===== src/rtl/vga_pkg.sv =====
// Shared VGA timing constants and types for the scan generator.
// Defaults describe the 640x480 @ 60 Hz mode.
package vga_pkg;

   typedef struct packed {
      int h_active;
      int h_fp;
      int h_sync;
      int h_bp;
      int v_active;
      int v_fp;
      int v_sync;
      int v_bp;
   } vga_timing_t;

   localparam int DEF_H_ACTIVE = 640;
   localparam int DEF_H_FP     = 16;
   localparam int DEF_H_SYNC   = 96;
   localparam int DEF_H_BP     = 48;
   localparam int DEF_V_ACTIVE = 480;
   localparam int DEF_V_FP     = 10;
   localparam int DEF_V_SYNC   = 2;
   localparam int DEF_V_BP     = 33;

   localparam vga_timing_t VGA_640X480 = '{
      h_active: DEF_H_ACTIVE,
      h_fp:     DEF_H_FP,
      h_sync:   DEF_H_SYNC,
      h_bp:     DEF_H_BP,
      v_active: DEF_V_ACTIVE,
      v_fp:     DEF_V_FP,
      v_sync:   DEF_V_SYNC,
      v_bp:     DEF_V_BP
   };

   localparam int DEF_H_TOTAL =
      DEF_H_ACTIVE + DEF_H_FP + DEF_H_SYNC + DEF_H_BP;
   localparam int DEF_V_TOTAL =
      DEF_V_ACTIVE + DEF_V_FP + DEF_V_SYNC + DEF_V_BP;

   localparam int DEF_H_W   = $clog2(DEF_H_TOTAL);
   localparam int DEF_V_W   = $clog2(DEF_V_TOTAL);
   localparam int DEF_DIV_W = $clog2(2);

endpackage


===== src/rtl/vga_scan_gen_if.sv =====
// Video output bundle from the scan generator to the DAC side.
// master drives, slave observes.
interface vga_scan_gen_if #(
   parameter int ADDR_W = 18
);
   logic              vgaclk;
   logic              pix_ce;
   logic              hsync;
   logic              vsync;
   logic              sync_b;
   logic              blank_b;
   logic [ADDR_W-1:0] pxl_addr;
   logic              frame_start;
   logic              line_start;

   modport master (
      output vgaclk, pix_ce, hsync, vsync, sync_b,
      output blank_b, pxl_addr, frame_start, line_start
   );

   modport slave (
      input vgaclk, pix_ce, hsync, vsync, sync_b,
      input blank_b, pxl_addr, frame_start, line_start
   );
endinterface


===== src/rtl/pix_ce_gen.sv =====
// Pixel divider: one-clk pixel strobe plus a 50% duty pixel clock.
// ce_nx is the strobe value that will be registered at the next edge.
module pix_ce_gen #(
   parameter int CLK_DIV = 2
) (
   input  logic clk,
   input  logic reset,
   input  logic enable,
   output logic pix_ce,
   output logic ce_nx,
   output logic vgaclk
);
   localparam int DW = (CLK_DIV > 1) ? $clog2(CLK_DIV) : 1;

   logic [DW-1:0] div;
   logic [DW-1:0] div_nx;

   always_comb begin
      div_nx = div + DW'(1);
      if (!enable || div == DW'(CLK_DIV - 1)) begin
         div_nx = '0;
      end
      ce_nx = enable && (div_nx == DW'(CLK_DIV - 1));
   end

   always_ff @(posedge clk) begin
      if (reset) begin
         div    <= '0;
         pix_ce <= 1'b0;
         vgaclk <= 1'b0;
      end else begin
         div    <= div_nx;
         pix_ce <= ce_nx;
         vgaclk <= enable && (div_nx >= DW'(CLK_DIV / 2));
      end
   end
endmodule


===== src/rtl/vga_scan_gen.sv =====
// VGA raster scan: pixel/line counters, sync/blank decode and
// multiplier-free framebuffer address generation.
module vga_scan_gen
   import vga_pkg::*;
#(
   parameter int H_ACTIVE    = DEF_H_ACTIVE,
   parameter int H_FP        = DEF_H_FP,
   parameter int H_SYNC      = DEF_H_SYNC,
   parameter int H_BP        = DEF_H_BP,
   parameter int V_ACTIVE    = DEF_V_ACTIVE,
   parameter int V_FP        = DEF_V_FP,
   parameter int V_SYNC      = DEF_V_SYNC,
   parameter int V_BP        = DEF_V_BP,
   parameter int CLK_DIV     = 2,
   parameter int SCALE_SHIFT = 1,
   parameter int ADDR_W      = 18,
   parameter bit HSYNC_POL   = 1'b0,
   parameter bit VSYNC_POL   = 1'b0
) (
   input  logic clk,
   input  logic reset,
   input  logic enable,
   vga_scan_gen_if.master vga
);
   localparam vga_timing_t TIM = '{
      h_active: H_ACTIVE, h_fp: H_FP,
      h_sync:   H_SYNC,   h_bp: H_BP,
      v_active: V_ACTIVE, v_fp: V_FP,
      v_sync:   V_SYNC,   v_bp: V_BP
   };

   localparam int H_TOTAL =
      TIM.h_active + TIM.h_fp + TIM.h_sync + TIM.h_bp;
   localparam int V_TOTAL =
      TIM.v_active + TIM.v_fp + TIM.v_sync + TIM.v_bp;
   localparam int HW    = $clog2(H_TOTAL);
   localparam int VW    = $clog2(V_TOTAL);
   localparam int ROW   = H_ACTIVE >> SCALE_SHIFT;
   localparam int SMASK = (1 << SCALE_SHIFT) - 1;
   localparam int FB    = ROW * (V_ACTIVE >> SCALE_SHIFT);
   localparam int HS0   = H_ACTIVE + H_FP;
   localparam int HS1   = H_ACTIVE + H_FP + H_SYNC;
   localparam int VS0   = V_ACTIVE + V_FP;
   localparam int VS1   = V_ACTIVE + V_FP + V_SYNC;

   if (CLK_DIV < 2 || (CLK_DIV % 2) != 0) begin : g_bad_div
      $error("CLK_DIV must be even and at least 2");
   end
   if ((H_ACTIVE & SMASK) != 0 || (V_ACTIVE & SMASK) != 0)
   begin : g_bad_scale
      $error("active area not divisible by the scale");
   end
   if (longint'(FB) > (longint'(1) << ADDR_W)) begin : g_bad_addr
      $error("framebuffer does not fit in ADDR_W");
   end
   if (H_FP == 0 || H_SYNC == 0 || H_BP == 0 ||
       V_FP == 0 || V_SYNC == 0 || V_BP == 0) begin : g_bad_porch
      $error("porch and sync widths must be nonzero");
   end

   logic              ce;
   logic              ce_nx;
   logic              vgaclk_q;
   logic [HW-1:0]     hcnt, h_nx;
   logic [VW-1:0]     vcnt, v_nx, v_inc;
   logic [ADDR_W-1:0] base, base_nx;
   logic              vis, hs, vs;
   logic              blank_q, fs_q, ls_q, hs_q, vs_q;
   logic [ADDR_W-1:0] addr_q;

   pix_ce_gen #(
      .CLK_DIV (CLK_DIV)
   ) u_ce (
      .clk    (clk),
      .reset  (reset),
      .enable (enable),
      .pix_ce (ce),
      .ce_nx  (ce_nx),
      .vgaclk (vgaclk_q)
   );

   // base tracks (vcnt >> SCALE_SHIFT) * ROW, stepping once per
   // scaled row so no multiplier is needed.
   always_comb begin
      h_nx    = hcnt;
      v_nx    = vcnt;
      v_inc   = vcnt + VW'(1);
      base_nx = base;
      if (!enable) begin
         h_nx    = '0;
         v_nx    = '0;
         base_nx = '0;
      end else if (ce) begin
         if (hcnt == HW'(H_TOTAL - 1)) begin
            h_nx = '0;
            if (vcnt == VW'(V_TOTAL - 1)) begin
               v_nx    = '0;
               base_nx = '0;
            end else begin
               v_nx = v_inc;
               if (v_inc < VW'(V_ACTIVE) &&
                   (v_inc & VW'(SMASK)) == '0) begin
                  base_nx = base + ADDR_W'(ROW);
               end
            end
         end else begin
            h_nx = hcnt + HW'(1);
         end
      end
      vis = enable && h_nx < HW'(H_ACTIVE) &&
            v_nx < VW'(V_ACTIVE);
      hs  = enable && h_nx >= HW'(HS0) && h_nx < HW'(HS1);
      vs  = enable && v_nx >= VW'(VS0) && v_nx < VW'(VS1);
   end

   always_ff @(posedge clk) begin
      if (reset) begin
         hcnt    <= '0;
         vcnt    <= '0;
         base    <= '0;
         blank_q <= 1'b0;
         addr_q  <= '0;
         fs_q    <= 1'b0;
         ls_q    <= 1'b0;
         hs_q    <= ~HSYNC_POL;
         vs_q    <= ~VSYNC_POL;
      end else begin
         hcnt    <= h_nx;
         vcnt    <= v_nx;
         base    <= base_nx;
         blank_q <= vis;
         addr_q  <= vis ?
                    base_nx + ADDR_W'(h_nx >> SCALE_SHIFT) : '0;
         fs_q    <= ce_nx && h_nx == '0 && v_nx == '0;
         ls_q    <= ce_nx && h_nx == '0;
         hs_q    <= hs ? HSYNC_POL : ~HSYNC_POL;
         vs_q    <= vs ? VSYNC_POL : ~VSYNC_POL;
      end
   end

   assign vga.vgaclk      = vgaclk_q;
   assign vga.pix_ce      = ce;
   assign vga.hsync       = hs_q;
   assign vga.vsync       = vs_q;
   assign vga.sync_b      = 1'b0;
   assign vga.blank_b     = blank_q;
   assign vga.pxl_addr    = addr_q;
   assign vga.frame_start = fs_q;
   assign vga.line_start  = ls_q;
endmodule


===== src/flat_wrapper.sv =====
// flat-port wrapper written by rule: the top's interface ports become plain ports
module vga_scan_gen_flat import vga_pkg::*;
#(
   parameter int H_ACTIVE    = DEF_H_ACTIVE,
   parameter int H_FP        = DEF_H_FP,
   parameter int H_SYNC      = DEF_H_SYNC,
   parameter int H_BP        = DEF_H_BP,
   parameter int V_ACTIVE    = DEF_V_ACTIVE,
   parameter int V_FP        = DEF_V_FP,
   parameter int V_SYNC      = DEF_V_SYNC,
   parameter int V_BP        = DEF_V_BP,
   parameter int CLK_DIV     = 2,
   parameter int SCALE_SHIFT = 1,
   parameter int ADDR_W      = 18,
   parameter bit HSYNC_POL   = 1'b0,
   parameter bit VSYNC_POL   = 1'b0
)
  (clk, reset, enable, vga_vgaclk, vga_pix_ce, vga_hsync, vga_vsync, vga_sync_b, vga_blank_b, vga_pxl_addr, vga_frame_start, vga_line_start);
  vga_scan_gen_if #(.ADDR_W(ADDR_W)) vga_i ();
  input  logic clk;
  input  logic reset;
  input  logic enable;
  output wire logic [$bits(vga_i.vgaclk)-1:0] vga_vgaclk;
  output wire logic [$bits(vga_i.pix_ce)-1:0] vga_pix_ce;
  output wire logic [$bits(vga_i.hsync)-1:0] vga_hsync;
  output wire logic [$bits(vga_i.vsync)-1:0] vga_vsync;
  output wire logic [$bits(vga_i.sync_b)-1:0] vga_sync_b;
  output wire logic [$bits(vga_i.blank_b)-1:0] vga_blank_b;
  output wire logic [$bits(vga_i.pxl_addr)-1:0] vga_pxl_addr;
  output wire logic [$bits(vga_i.frame_start)-1:0] vga_frame_start;
  output wire logic [$bits(vga_i.line_start)-1:0] vga_line_start;
  assign vga_vgaclk = vga_i.vgaclk;
  assign vga_pix_ce = vga_i.pix_ce;
  assign vga_hsync = vga_i.hsync;
  assign vga_vsync = vga_i.vsync;
  assign vga_sync_b = vga_i.sync_b;
  assign vga_blank_b = vga_i.blank_b;
  assign vga_pxl_addr = vga_i.pxl_addr;
  assign vga_frame_start = vga_i.frame_start;
  assign vga_line_start = vga_i.line_start;
  vga_scan_gen #(.H_ACTIVE(H_ACTIVE), .H_FP(H_FP), .H_SYNC(H_SYNC), .H_BP(H_BP), .V_ACTIVE(V_ACTIVE), .V_FP(V_FP), .V_SYNC(V_SYNC), .V_BP(V_BP), .CLK_DIV(CLK_DIV), .SCALE_SHIFT(SCALE_SHIFT), .ADDR_W(ADDR_W), .HSYNC_POL(HSYNC_POL), .VSYNC_POL(VSYNC_POL)) u_core (.clk(clk), .reset(reset), .enable(enable), .vga(vga_i));
endmodule

===== config.mk =====
export PLATFORM = sky130hd
export DESIGN_NAME = vga_scan_gen_flat
export DESIGN_NICKNAME = d
export VERILOG_FILES = /design/src/rtl/vga_pkg.sv /design/src/rtl/vga_scan_gen_if.sv /design/src/rtl/pix_ce_gen.sv /design/src/rtl/vga_scan_gen.sv /design/src/flat_wrapper.sv
export SDC_FILE = /design/constraint.sdc
export NUM_CORES = 1
export LEC_CHECK = 0
export ABC_CLOCK_PERIOD_IN_PS = 4500
export BUFFER_PORTS_ARGS = -buffer_cell sky130_fd_sc_hd__buf_2
export CAP_MARGIN = 20
export CORE_UTILIZATION = 50
export CTS_BUF_LIST = sky130_fd_sc_hd__clkbuf_16
export CTS_CLUSTER_DIAMETER = 80
export DETAILED_ROUTE_END_ITERATION = 7
export PLACE_DENSITY = 0.68
export SLEW_MARGIN = 15
export SYNTH_ARGS = -nofsm -noshare
export SYNTH_HDL_FRONTEND = slang
export SYNTH_SLANG_ARGS = --single-unit

===== constraint.sdc =====
create_clock -name clk -period 4.5 [get_ports clk]
set_input_delay 0.225 -clock clk [delete_from_list [all_inputs] [get_ports clk]]
set_output_delay 0.225 -clock clk [all_outputs]
set_load 0.1 [all_outputs]

# After elaboration in Yosys (flattened, before gate mapping)
# Cells that the tools add are included.
[word_totals] in_bits=3 ff_bits=64
[op_classes] addsub=5 muxes=15 bitwise_logic=1 eq_ne=2 n_reduce_logical=17 order_cmp=8
[op_table] op="18-bit 2-to-1 mux" n=5
[op_table] op="10-bit 2-to-1 mux" n=7
[op_table] op="10-bit zero test" n=3
[op_table] op="10-bit by 9-bit less-than comparator with 1-bit output (second input constant)" n=3
[op_table] op="10-bit by 1-bit adder with 10-bit output (second input constant)" n=2
[op_table] op="10-bit equality test (second input constant)" n=2
[op_table] op="10-bit less-than comparator (second input constant)" n=2
[op_table] op="18-bit by 9-bit adder with 18-bit output" n=1
[op_table] op="18-bit by 9-bit adder with 18-bit output (second input constant)" n=1
[op_table] op="1-bit logical AND" n=11
[op_table] op="10-bit >= comparator (second input constant)" n=1
[op_table] op="10-bit by 9-bit >= comparator with 1-bit output (second input constant)" n=1
[op_table] op="1-bit 2-to-1 mux" n=3
[op_table] op="2-bit OR reduction" n=1
[op_table] op="1-bit adder (second input constant)" n=1
[op_table] op="1-bit >= comparator (second input constant)" n=1
[op_table] op="1-bit zero test" n=1
[op_table] op="1-bit logical OR" n=1
[op_table] op="1-bit inverter" n=1

# Longest topological paths before layout
[depth] ltp_word=9 depth_mapped=21

# Hierarchy
# From an unflattened synthesis, not the netlist that was laid out.
[hier_totals] hier_cells=415 hier_area_um2=3470.8
[by_module_without_submodules] module="vga_scan_gen" cells_each=411 instances=1 area_per_inst_um2=3424.5
[by_module_without_submodules] module="pix_ce_gen" cells_each=4 instances=1 area_per_inst_um2=46.3

# Least setup slack after synthesis
# Ideal clock, no wire load.
[synth_timing] kind="register to register" from="register u_core.u_ce.pix_ce" to="register u_core.addr_q[17], in the netlist u_core.vga.pxl_addr[17]" stages_incl_launch_ff=14 setup_time_ns=0.059 period_less_slack_ns=4.151 setup_slack_ns=0.349 arrival_time_ns=4.092 path_buffers=1 cell_sequence="dfxtp_1 nand2_1 o41ai_1 clkbuf_1 nor2_1 ha_1 a21oi_1 o21ai_0 a21oi_1 o21a_1 o21ai_0 nand4_2 or4_1 nand2_1"
[synth_via] elab_chain_len=7 word_cells_on_any_way=13 classes_between="add/sub: 1; order compare: 2; mux: 6; bitwise: 1; reduce/logical: 3"
[synth_rtl] element="start, declared" line="pix_ce_gen.sv:9" text="output logic pix_ce,"
[synth_rtl] element="start signal, assigned" line="pix_ce_gen.sv:33" text="pix_ce <= ce_nx;"
[synth_rtl] element="10-bit 2-to-1 mux (*)" line="vga_scan_gen.sv:93" text="end else if (ce) begin"
[synth_rtl] element="10-bit 2-to-1 mux (*)" line="vga_scan_gen.sv:89" text="if (!enable) begin"
[synth_rtl] element="named net u_core.h_nx[3]" line="vga_scan_gen.sv:64" text="logic [HW-1:0] hcnt, h_nx;"
[synth_rtl] element="10-bit less-than comparator" line="vga_scan_gen.sv:110" text="vis = enable && h_nx < HW'(H_ACTIVE) &&"
[synth_rtl] element="1-bit logical AND (2 in series)" line="vga_scan_gen.sv:110"
[synth_rtl] element="1-bit inverter (no source line)"
[synth_rtl] element="2-bit OR reduction (no source line)"
[synth_rtl] element="end signal, assigned" line="vga_scan_gen.sv:132" text="addr_q <= vis ?"
[synth_rtl] element="end, declared" line="vga_scan_gen.sv:69" text="logic [ADDR_W-1:0] addr_q;"
# Mark *: on every way through the listed nets, which the timed path passes. The rest lies on a longest branch.
# A chain may end at the register's enable or synchronous reset.

# Worst setup path in the final report
[layout_timing] from="register u_core.hcnt[0]" to="register u_core.addr_q[17], in the netlist u_core.vga.pxl_addr[17]"
[layout_via] word_cells_on_any_way=18 classes_between="add/sub: 2; order compare: 2; eq/ne: 1; mux: 9; bitwise: 1; reduce/logical: 3"
[layout_rtl] element="start, declared" line="vga_scan_gen.sv:64"
[layout_rtl] element="start signal, assigned" line="vga_scan_gen.sv:128" text="hcnt <= h_nx;"
[layout_rtl] element="10-bit equality test" line="vga_scan_gen.sv:94" text="if (hcnt == HW'(H_TOTAL - 1)) begin"
[layout_rtl] element="18-bit 2-to-1 mux" line="vga_scan_gen.sv:94"
[layout_rtl] element="18-bit 2-to-1 mux" line="vga_scan_gen.sv:93"
[layout_rtl] element="18-bit 2-to-1 mux" line="vga_scan_gen.sv:89"
[layout_rtl] element="named net u_core.base_nx[6]" line="vga_scan_gen.sv:66" text="logic [ADDR_W-1:0] base, base_nx;"
[layout_rtl] element="18-bit by 9-bit adder with 18-bit output" line="vga_scan_gen.sv:133" text="base_nx + ADDR_W'(h_nx >> SCALE_SHIFT) : '0;"
# The timed path passes the listed nets, and every way through them passes these cells.

==> out/results.tsv <==
stage	metric	value	unit
clocking	CTS tree	built	
global_routing	via count of the first global-routing pass	3101	
power_and_ir_drop	power per cell area	304	nW/um^2
yosys	Yosys reg bits	62	
power_and_ir_drop	Max IR drop VDD	0.000178	V
die	DIE HEIGHT	86.3	um
clocking	CTS Buf Count	9	
clocking	Worst-path clk slew	50	ps
power_and_ir_drop	combinational share of power	4.8	%
die	x dimension of the die	86.3	um
status	status	complete, no violations	
routing	1st-iter DRT viols	165	
yosys	register area share after synthesis	34.9	%
sta	final setup vio count	0	
sta	Slew Viols, Final	0	
critical_path	Critical Path AT	4510	ps
final_layout	Reg area	1240	sq um
clocking	Clock Path Buffers	2	
routing	DRT Pass-1 Iters	5	
routing	via/cell ratio	5.82	
yosys	asr flop ratio synth	0	%
yosys	Cells after Synth	446	
placed_design	cell total after placement	554	
yosys	Mapped Nets	463	
sta	crit path time final	4240	ps
routing	residual DRC count	0	
clocking	Root Buffer	clkbuf_16	
final_layout	multi-input logic area	2170	sq um
sta	max_slew headroom	40.3	%
global_routing	initial antenna violation count	0	
yosys	Yosys top cell by area	dfxtp_1	
yosys	yosys warns	0	
final_layout	area grow syn2layout	13.8	%
sta	RSZ-0062 raised after global routing	no	
yosys	synthesized area per cell	7.97	sq um
min_path	Hold Path Class	in2reg	
clocking	Sink Count	62	
critical_path	Crit. End Element	register	
routing	Routed Antenna Nets	0	
sta	Worst Skew	5.41	ps
routing	Routed WL	8450	um
power_and_ir_drop	Flop pwr share	45.1	%
power_and_ir_drop	P_int	929	uW
clocking	H-tree levels	3	
sta	crit share post-route	94.2	%
placed_design	Port Buffers	27	
yosys	EDFF count, synth	0	
yosys	synth top area cells	dfxtp_1 (35%), nor2_1 (6.5%), ha_1 (4.6%)	
die	DIE AREA	7450	sq um
final_layout	share of cells above drive strength 1	12.0	%
routing	wire per inst	14.8	um
final_layout	final core occ	59.2	%
final_layout	Layout Cells excl Fill	570	
die	initial core utilization	52.1	%
power_and_ir_drop	sw frac	24.5	%
final_layout	Total Nets Final	486	
sta	Slew @ Worst Pin	892	ps
yosys	mapped cell area	3560	sq um
critical_path	CP required	4770	ps
placed_design	GP Congestion	0.872	
placed_design	hpwl dp	5990	um
global_routing	largest net degree at the start of global routing	40	
clocking	Post-CTS Repair Setup Buffers	0	
yosys	Main synth FF type	dfxtp_1	
global_routing	GRT overflow	0	
global_routing	Total GRT Usage	24.5	%
final_layout	number of fill cells	627	
power_and_ir_drop	Clk network pwr share	50.2	%
yosys	Post-synth top cells	dfxtp_1 (62), nor2_1 (62), nand2_1 (33)	
critical_path	CP Launch Type	register	
global_routing	first-pass GRT wire length	14200	um
final_layout	Antenna Diode Count	0	
flow_run	maxcap violations	0	
power_and_ir_drop	Power Total	1.23	mW
sta	final count of hold timing violations	0	
clocking	Skew-Pair Late Insertion Delay	330	ps
die	Row Count	30	
critical_path	Crit Path Class	reg2reg	
critical_path	crit-path max FO	6	
die	Top Ports	29	
routing	vias	3317	
sta	Fin Setup TNS	0	ps
die	core area	6830	sq um
power_and_ir_drop	Leakage	1.53	nW
yosys	Synth cell types	58	
yosys	Yosys top cell area share	34.9	%
power_and_ir_drop	Psw	302	uW
sta	Fmax	236	MHz
[final cells by class]
class	count	area share [%]
Clock inverter	7	1.02
Tap cell	96	2.97
Timing Repair Buffer	33	4.45
Multi-Input combinational cell	346	53.7
Sequential cell	62	30.7
Inverter	17	1.58
Clock buffer	9	5.57
[power groups by stage]
stage	clock (mW)	sequential [mW]	combinational (mW)
after global placement	0	0.566	0.0581
after global routing	0.658	0.555	0.0623
after CTS	0.630	0.554	0.0585
final	0.618	0.555	0.0586
after detailed placement	0	0.566	0.0583
after floorplan	0	0.581	0.0315
[flip-flops by register name, indices dropped and copies added (netlist names)]
| signal | cells |
|---|---|
| u_core.vga.vsync | 1 |
| u_core.vga.hsync | 1 |
| u_core.u_ce.pix_ce | 1 |
| u_core.vga.frame_start | 1 |
| u_core.vcnt | 10 |
| u_core.vga.pxl_addr | 18 |
| u_core.hcnt | 10 |
| u_core.base | 18 |
| u_core.vga.line_start | 1 |
| u_core.vga.blank_b | 1 |
[path summary, 6_finish.rpt]
path,from,endpoint,slack (ps),cells after the start
setup reg to reg,u_core.hcnt[0],u_core.vga.pxl_addr[17],260,15
hold / removal,enable,u_core.vcnt[4],320,3
hold reg to reg,u_core.base[1],u_core.base[1],500,2
setup / recovery,u_core.hcnt[0],u_core.vga.pxl_addr[17],260,15
[cells in the final DEF, fill, tap and decap left out, types with 3 or more instances in the layout]
cell type	count
a21oi_1	19
nor2b_1	12
o21ai_0	18
o31ai_1	4
a22oi_1	3
nor2_1	62
buf_4	6
nor3_1	19
o21a_1	5
and2_1	17
xor2_1	5
a21o_1	3
o211ai_1	4
buf_2	27
a31oi_1	6
xnor2_1	15
or4_1	4
nor4_1	7
or3_1	4
a311oi_1	4
nand4_1	11
ha_1	13
mux2i_1	7
clkbuf_16	9
dfxtp_1	62
nand3_1	20
nand2_1	33
nor3b_1	3
nand2b_1	7
and3_1	6
inv_1	18
[layer usage]
layer | vias up | wire length, um | global-route usage [%] | share of wire, %
met1 | 1573 | 3880 | 30.3 | 46
met2 | 85 | 4130 | 42.4 | 49
li1 | 1649 | - | - | -
met5 | - | 0 | 0 | 0
met3 | 10 | 337 | 5.14 | 4.0
met4 | 0 | 103 | 8.03 | 1.2
[cell families (layout without fill, tap and decap cells)]
| family | after synthesis | in the layout | synth area share, % |
|---|---|---|---|
| buf+inv | 38 | 66 | 4.47 |
| simple gates | 215 | 215 | 30.9 |
| compound gates | 88 | 88 | 17.3 |
| fa+ha+maj | 14 | 14 | 5.14 |
| other cells | 1 | 1 | 0.105 |
| flops | 62 | 62 | 34.9 |
| xor+xnor | 20 | 20 | 4.93 |
| mux | 8 | 8 | 2.29 |
[metrics by stage]
stage | area [sq um] | setup slack [ps] | hold WS [ps]
finish | 4050 | 262 | 315
global route | 4050 | 15.8 | 353
CTS | 4040 | 237 | 307
detailed placement | 3780 | 298 | 501
global placement | 3780 | 411 | 496
floorplan | 3560 | 349 | 412
[worst max-delay path, stage by stage (launching register included)]
cell and delay, ps:
dfxtp_1 410, ha_1 210, or4b_4 490, or3_1 510, a31oi_1 440, nand2_1 200, xor2_1 230, nor2_1 60
ha_1 380, nand2_1 90, o21a_1 170, o21ai_0 160, buf_4 160, nand4_2 100, or4_1 490, nand2_1 70
[repair_timing]
item,CTS,global route
setup endpoints to repair,0,1
gates resized for setup,0,1
hold buffers,0,0
No activity file was read; power rests on OpenSTA's default activity.
